<file path="src/rtl/systolic_input_feeder_pkg.sv">
// Shared definitions for the systolic input feeder: state encoding, default sizes,
// and the element-slice helper.
package systolic_input_feeder_pkg;

    localparam int DEF_DATA_W = 8;
    localparam int DEF_DEPTH  = 4;

    typedef logic [0:0] feeder_state_t;

    localparam feeder_state_t ST_IDLE   = 1'b0;
    localparam feeder_state_t ST_STREAM = 1'b1;

    // Bit offset of element k inside a packed vector of elem_w-bit elements.
    function automatic int elem_lsb(input int k, input int elem_w);
        return k * elem_w;
    endfunction

endpackage

</file>
<file path="src/rtl/systolic_input_feeder_skew_delay_line.sv">
// Enable-gated delay line of STAGES registers (STAGES=0 is a wire); clears on active-low
// synchronous reset. Used by systolic_input_feeder to stagger lanes at the array edge.
module skew_delay_line #(
    parameter int W      = 8,
    parameter int STAGES = 1
) (
    input  logic         clk,
    input  logic         rst,
    input  logic         en,
    input  logic [W-1:0] d,
    output logic [W-1:0] q
);

    generate
        if (STAGES == 0) begin : g_wire
            assign q = d;
        end else begin : g_pipe
            logic [W-1:0] pipe_q [STAGES];

            always_ff @(posedge clk) begin
                if (!rst) begin
                    for (int i = 0; i < STAGES; i++) begin
                        pipe_q[i] <= '0;
                    end
                end else if (en) begin
                    pipe_q[0] <= d;
                    for (int i = 1; i < STAGES; i++) begin
                        pipe_q[i] <= pipe_q[i-1];
                    end
                end
            end

            assign q = pipe_q[STAGES-1];
        end
    endgenerate

endmodule

</file>
<file path="src/rtl/systolic_input_feeder.sv">
// Parallel-in / serial-out feeder for one edge lane of the systolic array, with a shadow
// vector for bubble-free streaming. Optional lane skew under macro INPUT_FEEDER_SKEW_EN.
module systolic_input_feeder
    import systolic_input_feeder_pkg::*;
#(
    parameter int DATA_W   = DEF_DATA_W,
    parameter int DEPTH    = DEF_DEPTH,
    parameter int LANE_IDX = 0
) (
    input  logic                    clk,
    input  logic                    rst,
    input  logic                    in_valid,
    output logic                    in_ready,
    input  logic [DEPTH*DATA_W-1:0] in_data,
    input  logic                    out_en,
    output logic                    out_valid,
    output logic [DATA_W-1:0]       out_data,
    output logic                    out_last
);

    localparam int VEC_W = DEPTH * DATA_W;
    localparam int CNT_W = (DEPTH > 1) ? $clog2(DEPTH) : 1;
    localparam logic [CNT_W-1:0] LAST_CNT = CNT_W'(DEPTH - 1);

`ifdef INPUT_FEEDER_SKEW_EN
    localparam bit SKEW_ENABLED = 1'b1;
`else
    localparam bit SKEW_ENABLED = 1'b0;
`endif
    localparam int SKEW_STAGES = SKEW_ENABLED ? LANE_IDX : 0;

    feeder_state_t    state_q, state_d;
    logic [VEC_W-1:0] active_q, active_d;
    logic [VEC_W-1:0] shadow_q, shadow_d;
    logic             shadow_full_q, shadow_full_d;
    logic [CNT_W-1:0] cnt_q, cnt_d;

    logic accept;
    logic vec_done;

    assign in_ready = rst & ~shadow_full_q;
    assign accept   = in_valid & in_ready;
    assign vec_done = out_en & (cnt_q == LAST_CNT);

    always_comb begin
        state_d       = state_q;
        active_d      = active_q;
        shadow_d      = shadow_q;
        shadow_full_d = shadow_full_q;
        cnt_d         = cnt_q;

        case (state_q)
            ST_IDLE: begin
                if (accept) begin
                    active_d = in_data;
                    cnt_d    = '0;
                    state_d  = ST_STREAM;
                end
            end
            ST_STREAM: begin
                if (vec_done) begin
                    // accept and shadow_full are mutually exclusive: in_ready is low while full.
                    cnt_d = '0;
                    if (shadow_full_q) begin
                        active_d      = shadow_q;
                        shadow_full_d = 1'b0;
                    end else if (accept) begin
                        active_d = in_data;
                    end else begin
                        active_d = '0;
                        state_d  = ST_IDLE;
                    end
                end else begin
                    if (out_en) begin
                        active_d = active_q >> DATA_W;
                        cnt_d    = cnt_q + 1'b1;
                    end
                    if (accept) begin
                        shadow_d      = in_data;
                        shadow_full_d = 1'b1;
                    end
                end
            end
            default: begin
                state_d = ST_IDLE;
            end
        endcase
    end

    always_ff @(posedge clk) begin
        if (!rst) begin
            state_q       <= ST_IDLE;
            active_q      <= '0;
            shadow_q      <= '0;
            shadow_full_q <= 1'b0;
            cnt_q         <= '0;
        end else begin
            state_q       <= state_d;
            active_q      <= active_d;
            shadow_q      <= shadow_d;
            shadow_full_q <= shadow_full_d;
            cnt_q         <= cnt_d;
        end
    end

    logic              raw_valid;
    logic              raw_last;
    logic [DATA_W-1:0] raw_data;

    assign raw_valid = (state_q == ST_STREAM);
    assign raw_last  = raw_valid & (cnt_q == LAST_CNT);
    assign raw_data  = raw_valid ? active_q[elem_lsb(0, DATA_W) +: DATA_W] : '0;

    generate
        if (SKEW_STAGES > 0) begin : g_skew
            logic [DATA_W+1:0] skew_d;
            logic [DATA_W+1:0] skew_q;

            assign skew_d = {raw_valid, raw_last, raw_data};

            skew_delay_line #(
                .W      (DATA_W + 2),
                .STAGES (SKEW_STAGES)
            ) u_skew (
                .clk (clk),
                .rst (rst),
                .en  (out_en),
                .d   (skew_d),
                .q   (skew_q)
            );

            assign {out_valid, out_last, out_data} = skew_q;
        end else begin : g_direct
            assign out_valid = raw_valid;
            assign out_last  = raw_last;
            assign out_data  = raw_data;
        end
    endgenerate

endmodule

</file>
<file path="config.mk">
export PLATFORM = sky130hd
export DESIGN_NAME = systolic_input_feeder
export DESIGN_NICKNAME = d
export VERILOG_FILES = /design/src/rtl/systolic_input_feeder_pkg.sv /design/src/rtl/systolic_input_feeder_skew_delay_line.sv /design/src/rtl/systolic_input_feeder.sv
export SDC_FILE = /design/constraint.sdc
export NUM_CORES = 1
export LEC_CHECK = 0
export ABC_AREA = 1
export CAP_MARGIN = 40
export CELL_PAD_IN_SITES_DETAIL_PLACEMENT = 1
export CELL_PAD_IN_SITES_GLOBAL_PLACEMENT = 1
export CORE_UTILIZATION = 35
export DETAILED_ROUTE_END_ITERATION = 10
export PLACE_DENSITY = 0.72
export SLEW_MARGIN = 20
export SYNTH_ARGS = -nofsm -noshare
export SYNTH_HDL_FRONTEND = slang
export SYNTH_SLANG_ARGS = --single-unit
</file>
<file path="constraint.sdc">
create_clock -name clk -period 1.8 [get_ports clk]
set_input_delay 0.18 -clock clk [delete_from_list [all_inputs] [get_ports clk]]
set_output_delay 0.18 -clock clk [all_outputs]
set_load 0.02 [all_outputs]
</file>
==> results by group <==
Worst setup path
  – CP Capture Point: in_ready
  – R2R Path Start: cnt_q[0]$_SDFFE_PN0P_
  – Worst-path fanout max: 5
  – CP startpoint: shadow_full_q$_SDFFE_PN0P_
  – FF-to-FF End: shadow_q[24]$_SDFFE_PN0P_
  – Worst r2r path cells: 7
  – CP Capture Type: output port
  – R2R Setup Slk: approximately 180 ps
  – Worst EP required: about 1600 ps
  – Startpoint types: flip-flop
  – Data arrival, critical path: 1510 ps
  – Critical path start-end classification: reg -> out

CTS
  – Clk slew on worst S/H paths: about 80 ps
  – CTS Sinks: about 70
  – CTS tree: done
  – CTS Buffer Depth: 2
  – Total CTS buffers: 9
  – CTS Hold Bufs: 0
  – H-tree levels: 3
  – Clk_lat worst skew: between 300 and 400 ps
  – Root Buffer: clkbuf_8

Synth
  – Post-synth EDFFs: 0
  – Syn Std Cell Area: 3880 sq um
  – Ys async rst share: 0%
  – Most used DFF post-synth: dfxtp_1
  – Synth Net Count: 663
  – Most frequent cells after synthesis: 181 x nand2_1, 114 x a21oi_1, 68 x dfxtp_1, 68 x inv_1, 65 x nor2_1
  – Leading area contributor after synthesis: dfxtp_1
  – Yosys reg bits: 68
  – Most common cell in the netlist: nand2_1
  – Top cells by area, synth: dfxtp_1 35%, nand2_1 18%, a21oi_1 15%, inv_1 6.6%, nor2_1 6.3%
  – Synth Instances: around 630
  – Syn Area/Cell: 6.20 sq um
  – Sequential fraction of the synthesis area: 35.1%
  – Area share of the largest cell type after synthesis: between 30% and 40%
  – YS warnings: 0
  – Library cells used by synthesis: 25

Timing
  – RSZ-0062 raised after global routing: no
  – Setup TNS: 0 ps
  – Period utilization: a little over nine tenths
  – Worst-Margin Slew: between 400 and 500 ps
  – Max-slew headroom: between 60% and 70%
  – # setup viols final: 0
  – Max-slew violation count: 0
  – Skew final: 10.5 ps
  – Hold Fails Final Rpt: 0
  – Max frequency: around 590 MHz
  – Minimum clock period: around 1700 ps

Global routing
  – Vias in the first global route: approximately 4.4k
  – First-pass GRT wire length: between 20 and 25 mm
  – Initial antenna violation count: 0
  – Largest net degree at the start of global routing: 50
  – GRT Util Overall: approximately a quarter
  – Total congestion overflow: 0

Pwr
  – Lkg Pwr: roughly 2.0 nW
  – Power per standard cell area: 848 nW/um^2
  – Final total power: 3.95 mW
  – Peak supply drop: about 0.31 mV

Final layout
  – Final Non-Filler Cells: between 700 and 800
  – Final net count: between 600 and 700
  – Layout cells sized above 1: ~6.7%
  – Layout area overhead: 20.0%
  – Antenna cells: 0

Floorplan
  – Die area: 11500 sq um
  – Core area: 10800 sq um
  – I/O pins: 47
  – Starting Density: a little over a third
  – Chip width: between 100 and 150 um
  – Die height: approximately 110 um
  – Rows: 38

Placed design
  – Port-buffer cells: 46
  – Dpl cells: 782
  – Post-detail-place hpwl: around 8.4 mm
  – GP Congestion: about 0.77

Drt
  – Vias per cell: roughly 5.2
  – # DRC: 0
  – First-pass DRT Iterations: 4
  – Vias: 4112
  – ANT nets after route: 0
  – Initial DRC Count: approximately 180
  – Routed len/inst: ~16 um
  – Post-Route WL: between 10 and 15 mm

Worst hold path
  – Worst min path class: in -> reg

Run status
  – Outcome: finished clean

Job
  – MaxCap Viol Count: 0
where the power goes:
group | internal, mW | switching [mW] | leakage [nW]
clock | 0.815 | 0.652 | 0.105
combinational | 0.303 | 0.522 | 1.35
sequential | 1.61 | 0.0438 | 0.556
stage by stage:
| stage | setup WS (ps) | instance area [sq um] | hold WS [ps] | utilization [%] |
|---|---|---|---|---|
| after CTS | 48.7 | 4650 | 168 | 42.9 |
| after global routing | 38.3 | 4650 | 195 | 42.9 |
| final | 111 | 4650 | 182 | 42.9 |
| after detailed placement | -84.6 | 4420 | 459 | 40.8 |
| after global placement | -17.8 | 4420 | 448 | 40.8 |
| after floorplan | 368 | 3880 | 327 | - |
layout make-up:
class	count	area, sq um
clock buffer	10	138
timing repair buffer	65	626
fill	1434	6190
multi-input combinational	437	1990
tap	140	175
inverter	72	278
sequential	68	1360
clock inverter	6	87.6
critical path: stages (launching register included):
cell and delay [ps]:
dfxtp_1 390, nor2_1 140, clkdlybuf4s50_1 620
sequential cells by signal (all words and copies together) (netlist names):
name / cells
active_q: 32
shadow_q: 32
cnt_q: 2
out_valid: 1
shadow_full_q: 1
routing by layer:
metal / GRT usage, % / vias to the layer above / wire length, um
li1: - / 2047 / -
met1: 29.9 / 1999 / 5810
met2: 43.3 / 52 / 6470
met3: 3.45 / 14 / 336
met4: 7.83 / 0 / 161
met5: 0 / - / 0
cells in the final DEF, fill, tap and decap left out, drive strengths merged, types with 3 or more instances in the layout:
cell type and n:
nand2 183, a21oi 114, inv 71, dfxtp 68, nor2 66, clkdlybuf4s50 35, nand3 34, nand4 33
buf 20, clkbuf 10, dlygate4sd2 9, o21ai 3, clkinvlp 3
how the worst min path moves through the flow:
stage	startpoint	end	slack, ps	cells after the start
after floorplan	in_data[30]	shadow_q[30]$_SDFFE_PN0P_	330	2
after global placement	shadow_q[9]$_SDFFE_PN0P_	shadow_q[9]$_SDFFE_PN0P_	450	2
after detailed placement	shadow_q[18]$_SDFFE_PN0P_	shadow_q[18]$_SDFFE_PN0P_	460	2
after CTS	rst	active_q[11]$_SDFFE_PN0P_	170	3
after global routing	rst	active_q[8]$_SDFFE_PN0P_	200	3
final	rst	active_q[11]$_SDFFE_PN0P_	180	3
cell families (layout without fill, tap and decap cells):
logic type / after synthesis / in the layout / synth area share [%]
compound gates: 118 / 118 / 15.3
fa+ha+maj: 1 / 1 / 0.323
buf+inv: 121 / 153 / 13.6
flops: 68 / 68 / 35.1
simple gates: 318 / 318 / 35.7
repair_timing:
| item | 4_1_cts | 5_1_grt |
|---|---|---|
| resized for setup | 11 | 4 |
| setup endpoints to repair | 9 | 33 |
| endpoints found under the hold margin | 0 | 0 |
| setup buffers | 0 | 0 |
(Power assumes the default switching activity.)
